--- src/rtl/div_pkg.sv ---
// Shared definitions for the sequential divider: op encodings, FSM states,
// and a small helper that tells signed ops apart from unsigned ones.
package div_pkg;

    localparam logic [1:0] OP_DIV  = 2'b00;
    localparam logic [1:0] OP_DIVU = 2'b01;
    localparam logic [1:0] OP_REM  = 2'b10;
    localparam logic [1:0] OP_REMU = 2'b11;

    typedef enum logic [1:0] {
        S_IDLE = 2'b00,
        S_RUN  = 2'b01,
        S_FIN  = 2'b10
    } state_t;

    // DIV and REM treat operands as two's complement; DIVU/REMU do not.
    function automatic logic is_signed_op(input logic [1:0] op);
        return ~op[0];
    endfunction

endpackage

--- src/rtl/seq_divider_rca.sv ---
// Ripple-carry adder/subtractor. With sub_en=1 it computes a - b and cout
// is the no-borrow flag (1 when a >= b as unsigned).
module RCA #(
    parameter int WIDTH = 8
) (
    input  logic [WIDTH-1:0] a,
    input  logic [WIDTH-1:0] b,
    input  logic             sub_en,
    output logic [WIDTH-1:0] sum,
    output logic             cout
);

    logic [WIDTH:0]   carry;
    logic [WIDTH-1:0] b_x;

    assign carry[0] = sub_en;
    assign b_x      = b ^ {WIDTH{sub_en}};

    generate
        for (genvar gi = 0; gi < WIDTH; gi++) begin : g_fa
            assign sum[gi]     = a[gi] ^ b_x[gi] ^ carry[gi];
            assign carry[gi+1] = (a[gi] & b_x[gi]) | (carry[gi] & (a[gi] ^ b_x[gi]));
        end
    endgenerate

    assign cout = carry[WIDTH];

endmodule

--- src/rtl/seq_divider.sv ---
// Multi-cycle radix-2 restoring divider for DIV/DIVU/REM/REMU.
// One quotient bit per cycle on magnitudes; signs are applied in FIN.
// Optional build macro SEQ_DIVIDER_EARLY_OUT_EN: skip the iterations when
// |a| < |b| (loses constant-time behaviour).
module seq_divider
    import div_pkg::*;
#(
    parameter int WIDTH = 32,
    parameter int CNT_W = $clog2(WIDTH) + 1
) (
    input  logic             clk,
    input  logic             rst_n,
    input  logic             start,
    input  logic [1:0]       op,
    input  logic [WIDTH-1:0] a,
    input  logic [WIDTH-1:0] b,
    output logic             busy,
    output logic             done,
    output logic [WIDTH-1:0] result
);

    state_t             state_reg, state_next;
    logic               rem_sel_reg;
    logic               sign_a_reg, sign_b_reg;
    logic [WIDTH-1:0]   dvd_reg;     // dividend shifting out, quotient shifting in
    logic [WIDTH-1:0]   dvs_reg;     // divisor magnitude
    logic [WIDTH-1:0]   rem_reg;     // partial remainder
    logic [CNT_W-1:0]   count_reg;
    logic [WIDTH-1:0]   result_reg;
    logic               done_reg;

    logic               accept;
    logic               sign_a, sign_b;
    logic [WIDTH-1:0]   a_mag, b_mag;
    logic [WIDTH:0]     shifted;
    logic [WIDTH:0]     trial;
    logic               no_borrow;
    logic               trial_msb_unused;
    logic [WIDTH-1:0]   quo_fix, rem_fix;
    logic               b_zero;
    logic               early;

    // A start coinciding with the done pulse is dropped so back-to-back
    // requests always see a clean IDLE cycle first.
    assign accept = (state_reg == S_IDLE) && start && !done_reg;

    assign sign_a = a[WIDTH-1] & is_signed_op(op);
    assign sign_b = b[WIDTH-1] & is_signed_op(op);
    assign a_mag  = sign_a ? (~a) + WIDTH'(1) : a;
    assign b_mag  = sign_b ? (~b) + WIDTH'(1) : b;
    assign b_zero = (b == '0);

`ifdef SEQ_DIVIDER_EARLY_OUT_EN
    assign early = (a_mag < b_mag);
`else
    assign early = 1'b0;
`endif

    // Trial subtract: {rem, next dividend bit} - {0, divisor}.
    assign shifted = {rem_reg, dvd_reg[WIDTH-1]};

    RCA #(.WIDTH(WIDTH + 1)) u_trial (
        .a      (shifted),
        .b      ({1'b0, dvs_reg}),
        .sub_en (1'b1),
        .sum    (trial),
        .cout   (no_borrow)
    );

    // On a successful subtract the top bit is always zero, so only the low
    // WIDTH bits ever feed back into the remainder.
    assign trial_msb_unused = trial[WIDTH];

    assign quo_fix = (sign_a_reg ^ sign_b_reg) ? (~dvd_reg) + WIDTH'(1) : dvd_reg;
    assign rem_fix = sign_a_reg ? (~rem_reg) + WIDTH'(1) : rem_reg;

    // State register.
    always_ff @(posedge clk or negedge rst_n) begin
        if (!rst_n) begin
            state_reg <= S_IDLE;
        end else begin
            state_reg <= state_next;
        end
    end

    // Next-state logic.
    always_comb begin
        state_next = state_reg;
        case (state_reg)
            S_IDLE: begin
                if (accept) begin
                    if (b_zero || early) begin
                        state_next = S_FIN;
                    end else begin
                        state_next = S_RUN;
                    end
                end
            end
            S_RUN: begin
                if (count_reg == CNT_W'(1)) begin
                    state_next = S_FIN;
                end
            end
            S_FIN:   state_next = S_IDLE;
            default: state_next = S_IDLE;
        endcase
    end

    // Datapath: operand capture, one restoring step per RUN cycle, sign fix-up in FIN.
    always_ff @(posedge clk or negedge rst_n) begin
        if (!rst_n) begin
            rem_sel_reg <= 1'b0;
            sign_a_reg  <= 1'b0;
            sign_b_reg  <= 1'b0;
            dvd_reg     <= '0;
            dvs_reg     <= '0;
            rem_reg     <= '0;
            count_reg   <= '0;
            result_reg  <= '0;
            done_reg    <= 1'b0;
        end else begin
            done_reg <= 1'b0;
            case (state_reg)
                S_IDLE: begin
                    if (accept) begin
                        rem_sel_reg <= op[1];
                        count_reg   <= CNT_W'(WIDTH);
                        dvs_reg     <= b_mag;
                        if (b_zero) begin
                            // Quotient all ones, remainder is the raw dividend:
                            // clear the sign flags so FIN passes both through.
                            sign_a_reg <= 1'b0;
                            sign_b_reg <= 1'b0;
                            dvd_reg    <= '1;
                            rem_reg    <= a;
                        end else if (early) begin
                            sign_a_reg <= sign_a;
                            sign_b_reg <= sign_b;
                            dvd_reg    <= '0;
                            rem_reg    <= a_mag;
                        end else begin
                            sign_a_reg <= sign_a;
                            sign_b_reg <= sign_b;
                            dvd_reg    <= a_mag;
                            rem_reg    <= '0;
                        end
                    end
                end
                S_RUN: begin
                    rem_reg   <= no_borrow ? trial[WIDTH-1:0] : shifted[WIDTH-1:0];
                    dvd_reg   <= {dvd_reg[WIDTH-2:0], no_borrow};
                    count_reg <= count_reg - CNT_W'(1);
                end
                S_FIN: begin
                    result_reg <= rem_sel_reg ? rem_fix : quo_fix;
                    done_reg   <= 1'b1;
                end
                default: ;
            endcase
        end
    end

    assign busy   = (state_reg != S_IDLE);
    assign done   = done_reg;
    assign result = result_reg;

endmodule

--- config.mk ---
export PLATFORM = sky130hd
export DESIGN_NAME = seq_divider
export DESIGN_NICKNAME = d
export VERILOG_FILES = /design/src/rtl/div_pkg.sv /design/src/rtl/seq_divider_rca.sv /design/src/rtl/seq_divider.sv
export SDC_FILE = /design/constraint.sdc
export NUM_CORES = 1
export LEC_CHECK = 0
export BUFFER_PORTS_ARGS = -buffer_cell sky130_fd_sc_hd__buf_2
export CORE_MARGIN = 4
export CORE_UTILIZATION = 60
export CTS_BUF_LIST = sky130_fd_sc_hd__clkbuf_4 sky130_fd_sc_hd__clkbuf_8 sky130_fd_sc_hd__clkbuf_16
export DETAILED_ROUTE_END_ITERATION = 8
export PLACE_DENSITY_LB_ADDON = 0.08
export SLEW_MARGIN = 25
export SYNTH_ARGS = -nofsm -noshare
export SYNTH_HDL_FRONTEND = slang
export SYNTH_HIERARCHICAL = 1
export SYNTH_SLANG_ARGS = --single-unit
--- constraint.sdc ---
create_clock -name clk -period 26.2 [get_ports clk]
set_clock_uncertainty 0.05 [all_clocks]
set_input_delay 1.31 -clock clk [delete_from_list [all_inputs] [get_ports clk]]
set_output_delay 1.31 -clock clk [all_outputs]
set_load 0.05 [all_outputs]
# Yosys cells after proc, flatten, opt, wreduce, memory -nomap -nowiden
# Cells that the tools add are included.
[classes]
muxes = 21
shift = 0
n_lt_le_gt_ge = 0
mul = 0
bitwise = 172
eq_ne = 5
div = 0
addsub = 5
n_reduce_logical = 10
[ops]
columns = ["cell", "n"]
rows = [
  ["two-way mux 32 bit", 10],
  ["adder 32 x 1 -> 32 bit (second input constant)", 4],
  ["NOT 32 bit", 4],
  ["one-hot mux 32 bit (2 select lines)", 2],
  ["AND 1 bit", 67],
  ["bitwise XOR 1 bit", 65],
  ["NOT 32 -> 33 bit", 1],
  ["bitwise OR 1 bit", 33],
  ["logical NOT 32 bit", 1],
  ["one-hot mux 6 bit (2 select lines)", 1],
  ["equality test 6 x 1 -> 1 bit (second input constant)", 1],
  ["two-way mux 2 bit", 3],
  ["two-way mux 6 bit", 1],
  ["AND reduction 2 bit", 3],
  ["subtractor 6 x 1 -> 6 bit (second input constant)", 1],
  ["!= test 2 bit (second input constant)", 2],
  ["one-hot mux 2 bit (2 select lines)", 1],
  ["nonzero test 2 bit", 2],
  ["two-way mux 1 bit", 3],
  ["equality test 2 x 1 -> 1 bit (second input constant)", 1],
  ["equality test 2 bit (second input constant)", 1],
  ["logical AND 1 bit", 2],
  ["logical NOT 2 bit", 1],
  ["NOT 1 bit", 2],
  ["logical NOT 1 bit", 1],
]
[word_totals]
elab_cells = 223
ram_bits = 0
romBits = 0
out_inout_bits = 34
inputBits = 69
latch_bits = 0
ff_bits = 140
n_memories = 0

# Logic depth before layout (Yosys ltp)
[logic_depth]
depth_word = 69
mapped_depth = 44
depth_no_buf = 40

# Cells and area by module
# Netlist, hierarchy kept.
[modules_own_cells]
columns = ["module", "n_inst", "cells_each", "area_each_um2", "seq_area_each_um2"]
rows = [
  ["seq_divider", 1, 1025, 8822.2, 3503.4],
  ["RCA", 1, 133, 1232.4, 0.0],
]

# Least setup slack after synthesis
# No wires, ideal clock.
[synth_timing]
kind = "reg-to-reg"
startpoint = "reg rem_reg[0]"
endpoint = "reg rem_reg[4]"
synth_period_minus_slack_ns = 13.677
setup_time_ns = 0.133
slack_ns = 12.523
arrival_time_ns = 13.494
path_buffers = 2
stages_incl_launch_ff = 43
required_time_ns = 26.017
path_cell_list = "dfrtp_1 inv_1 fa_1 fa_1 fa_1 fa_1 fa_1 fa_1 fa_1 fa_1 fa_1 fa_1 fa_1 fa_1 fa_1 fa_1 fa_1 inv_1 [... 7 more ...] fa_1 fa_1 fa_1 fa_1 fa_1 fa_1 fa_1 fa_1 fa_1 fa_1 inv_1 fa_1 clkbuf_1 buf_1 mux2i_1 nor2_1 a21oi_1 o21ai_0"
[synth_between]
elab_chain_cells = 67
elab_cells_between_ends = 69
classes_between = "mux (2); bitwise (67)"
[synth_lines]
columns = ["element", "line_no", "rtl"]
rows = [
  ["start, declared", "seq_divider.sv:27", "logic [WIDTH-1:0] rem_reg;"],
  ["start signal, assigned", "seq_divider.sv:140", "rem_reg <= a_mag;"],
  ["start signal, assigned", "seq_divider.sv:150", "rem_reg <= no_borrow ? trial[WIDTH-1:0] : shifted[WIDTH-1:0];"],
  ["bitwise XOR 1 bit", "seq_divider_rca.sv:22", "assign carry[gi+1] = (a[gi] & b_x[gi]) | (carry[gi] & (a[gi] ^ b_x[gi]));"],
  ["AND 1 bit", "seq_divider_rca.sv:22", ""],
  ["bitwise OR 1 bit (*)", "seq_divider_rca.sv:22", ""],
  ["AND 1 bit (*)", "seq_divider_rca.sv:22", ""],
  ["bitwise OR 1 bit (*)", "seq_divider_rca.sv:22", ""],
  ["AND 1 bit (*)", "seq_divider_rca.sv:22", ""],
  ["bitwise OR 1 bit (*)", "seq_divider_rca.sv:22", ""],
  ["AND 1 bit (*)", "seq_divider_rca.sv:22", ""],
  ["[... 52 more ...]", "-", ""],
  ["bitwise OR 1 bit (*)", "seq_divider_rca.sv:22", ""],
  ["AND 1 bit (*)", "seq_divider_rca.sv:22", ""],
  ["bitwise OR 1 bit (*)", "seq_divider_rca.sv:22", ""],
  ["AND 1 bit (*)", "seq_divider_rca.sv:22", ""],
  ["bitwise OR 1 bit (*)", "seq_divider_rca.sv:22", ""],
  ["named net no_borrow", "seq_divider.sv:37", "logic no_borrow;"],
  ["two-way mux 32 bit (*)", "seq_divider.sv:150", ""],
  ["one-hot mux 32 bit (2 select lines) (*)", "seq_divider.sv:123", "case (state_reg)"],
]
# The timed path passes the listed nets; every way through them passes the cells marked *.
# A chain may end at the register's enable or synchronous reset.

# Worst setup path after layout
[layout_timing]
startpoint = "reg dvd_reg[31]"
endpoint = "reg rem_reg[31]"
[layout_between]
elab_chain_cells = 68
elab_cells_between_ends = 70
classes_between = "mux (2); bitwise (68)"
[layout_lines]
columns = ["element", "line_no", "rtl"]
rows = [
  ["start, declared", "seq_divider.sv:25", "logic [WIDTH-1:0] dvd_reg;"],
  ["start signal, assigned", "seq_divider.sv:144", "dvd_reg <= a_mag;"],
  ["start signal, assigned", "seq_divider.sv:151", "dvd_reg <= {dvd_reg[WIDTH-2:0], no_borrow};"],
  ["AND 1 bit or bitwise XOR 1 bit (tied branches)", "seq_divider_rca.sv:22", ""],
  ["bitwise OR 1 bit (*)", "seq_divider_rca.sv:22", ""],
  ["AND 1 bit (*)", "seq_divider_rca.sv:22", ""],
  ["bitwise OR 1 bit (*)", "seq_divider_rca.sv:22", ""],
  ["AND 1 bit (*)", "seq_divider_rca.sv:22", ""],
  ["bitwise OR 1 bit (*)", "seq_divider_rca.sv:22", ""],
  ["AND 1 bit (*)", "seq_divider_rca.sv:22", ""],
  ["bitwise OR 1 bit (*)", "seq_divider_rca.sv:22", ""],
  ["[... 53 more ...]", "-", ""],
  ["bitwise OR 1 bit (*)", "seq_divider_rca.sv:22", ""],
  ["AND 1 bit (*)", "seq_divider_rca.sv:22", ""],
  ["bitwise OR 1 bit (*)", "seq_divider_rca.sv:22", ""],
  ["AND 1 bit (*)", "seq_divider_rca.sv:22", ""],
  ["bitwise OR 1 bit (*)", "seq_divider_rca.sv:22", ""],
  ["named net no_borrow", "seq_divider.sv:37", ""],
  ["two-way mux 32 bit (*)", "seq_divider.sv:150", ""],
  ["one-hot mux 32 bit (2 select lines) (*)", "seq_divider.sv:123", ""],
]
# Marks and branches as above.

==> run summary <==
outcome = completed
YS warnings = 6
crit-path max cell delay = 0.90 ns
post-cts sizing count = 0
Critical Path Start Type = flip-flop
worst-margin pin slew = 1.05 ns
clock root buffer = clkbuf_16
number of global-route vias before repair = 7966
post-synthesis cell area = 10100 sq um
Worst Path Max Fanout = 33
die height = 137 microns
nets@finish = 1329
RSZ-0062 raised after global routing = no
Critical Path AT = 14.76 ns
setup TNS = 0 ns
clk_lat worst skew = 0.43 ns
total global routing overflow = 0
hold path cells = 1
routability-driven placement congestion ratio = 0.915
Yosys cell types = 55
CP required = 26.43 ns
register area share after synthesis = 0.348
Achievable Freq = 68.8 MHz
drt total wl = 25300 microns
#FFs+latches synth = 140
row count = 47
n_diodes = 0
drt initial violations = 879
DIE AREA = 18900 sq um
Die Wd = 137 microns
VDD IR max = 0.000117 V
kind of critical path = reg -> reg
CTS tree = built
HP Class = reg -> reg
most used cell, CP = fa_1
Synth Flop Type = dfrtp_1
Cell Pwr Density = 129 nW/um^2
post-route clock period utilization = 0.555
Hold Buf Count CTS = 0
reg2reg setup slack = 11.67 ns
H-tree level count = 4
Clock transition at path regs = 0.06 ns
cells after synthesis = 1158
Port Buffers = 102
CTS Sinks = 140
largest net degree at the start of global routing = 103
# IOs = 103
commonest non-fill, non-tap cell in the layout = dfrtp_1
first-pass GRT wire length = 41000 microns
Avg Cell Area, Syn = 8.68 sq um
clk buf depth = 2
Pleak = 4.76 nW
CP max stage cell = fa_2
worst hold start = result[4]
CP Capture Type = flip-flop
detailed-route via count = 8546
final hold violation count = 0
Filler Cell Count = 1374
DRC violations left = 0
Area Overhead vs Synth = 11.3%
share of cells above drive strength 1 = 0.133
detailed-route vias per instance = 5.89
count of final setup violators = 0
Placeable Area = 16500 sq um
postcts setup bufs = 0
R2R cell count = 40
Detail Placement HPWL = 18500 microns
GRT Total Usage = 0.276
Slew Limit Fails = 0
worst rel slew slack = 0.302
max-cap violations = 0
drt first pass iters = 6
hold path endpoint = result[4]
number of synthesized flops with an enable pin = 0
Num CTS Buffers = 17
Critical R2R Launch = dvd_reg[31]
initial core utilization = 0.608
Post-DRT Antenna Nets = 0
Hold Worst Slack = 0.420 ns
Period minus WS final = 14.53 ns
Post-synth ARST share = 1.00
syn_nets = 1265
most frequent cells in the layout = dfrtp_1 (140), o21ai_0 (134), nand2_1 (114)
reg2reg end = rem_reg[31]
wire length per cell = 17.4 microns
initial antenna violation count = 0
## worst max-delay path: cells and delay by family (launching register included)
kind            cells  cell delay, ns
fa+ha+maj          32           12.85
flops               1            0.51
mux                 2            0.45
compound gates      2            0.24
buf+inv             3            0.21
simple gates        1            0.06
## metal layers
layer  GRT usage  vias up  part of all wire  wire length [microns]
met5           0        -                 0                      0
li1            -     4166                 -                      -
met1       0.402     4017              0.46                  11700
met4      0.0848        0             0.018                    443
met2       0.428      332              0.45                  11400
met3      0.0409       31             0.067                   1680
## per-stage QoR
step	utilization	instances	area (sq um)	setup WS, ns	power [W]
2_1_floorplan	-	1158	10100	12.52	0.00102
3_3_place_gp	0.644	1422	10600	11.95	0.00119
3_5_place_dp	0.644	1422	10600	11.75	0.00121
4_1_cts	0.676	1449	11200	11.71	0.00144
5_1_grt	0.678	1450	11200	11.12	0.00157
6_report	0.678	1450	11200	11.67	0.00145
## kinds of logic after synthesis
family | share of synthesized area
other | 0.000747
and+or+nand+nor | 0.154
adders and majority gates | 0.0712
muxes | 0.0441
DFF | 0.348
AOI/OAI and AO/OA | 0.195
xor gates and xnor gates | 0.127
buffers and inverters | 0.0602
## area by class of cell
type,instances,area (sq um),share of cell area
well taps,220,275,0.0246
multi-input cells,870,5960,0.532
flip-flops and latches,140,3500,0.313
repair buffers,116,634,0.0567
inverters,77,289,0.0258
clock inverters,2,10.0,0.000894
clock buffers,25,523,0.0467
## Yosys cell counts (all sizes together) (7+ instances only)
cell type | n | share of area
dfrtp | 140 | 0.35
o21ai | 134 | 0.067
nor3 | 18 | 0.0090
or4 | 8 | 0.0063
nor2 | 70 | 0.026
nor3b | 7 | 0.0052
or3 | 26 | 0.016
fa | 32 | 0.064
nand4 | 7 | 0.0044
clkbuf | 59 | 0.022
o31ai | 29 | 0.024
a221o | 8 | 0.0080
a21oi | 65 | 0.032
buf | 12 | 0.0095
nand2 | 114 | 0.043
nand3 | 25 | 0.012
nor4 | 18 | 0.012
or2 | 7 | 0.0044
xnor2 | 75 | 0.065
o41ai | 21 | 0.018
inv | 76 | 0.028
mux2i | 42 | 0.042
nand2b | 7 | 0.0044
o22ai | 10 | 0.0062
xor2 | 71 | 0.062
a21o | 17 | 0.013
o221ai | 8 | 0.0070
## worst max-delay path by stage
stage / from / to / slack [ns] / cells past startpoint
2_1_floorplan: rem_reg[0] / rem_reg[4] / 12.52 / 42
3_3_place_gp: dvd_reg[31] / rem_reg[3] / 11.95 / 40
3_5_place_dp: dvd_reg[31] / rem_reg[2] / 11.75 / 40
4_1_cts: dvd_reg[31] / rem_reg[10] / 11.71 / 40
5_1_grt: rem_reg[0] / rem_reg[9] / 11.12 / 40
6_report: dvd_reg[31] / rem_reg[31] / 11.67 / 40
## power breakdown
group	internal (W)	total, W	switching, W
Clock	0.000135	0.000220	0.0000850
Combinational	0.000312	0.000802	0.000489
Sequential	0.000313	0.000424	0.000111
Total	0.000761	0.00145	0.000685
No activity file was read; power rests on OpenSTA's default activity.
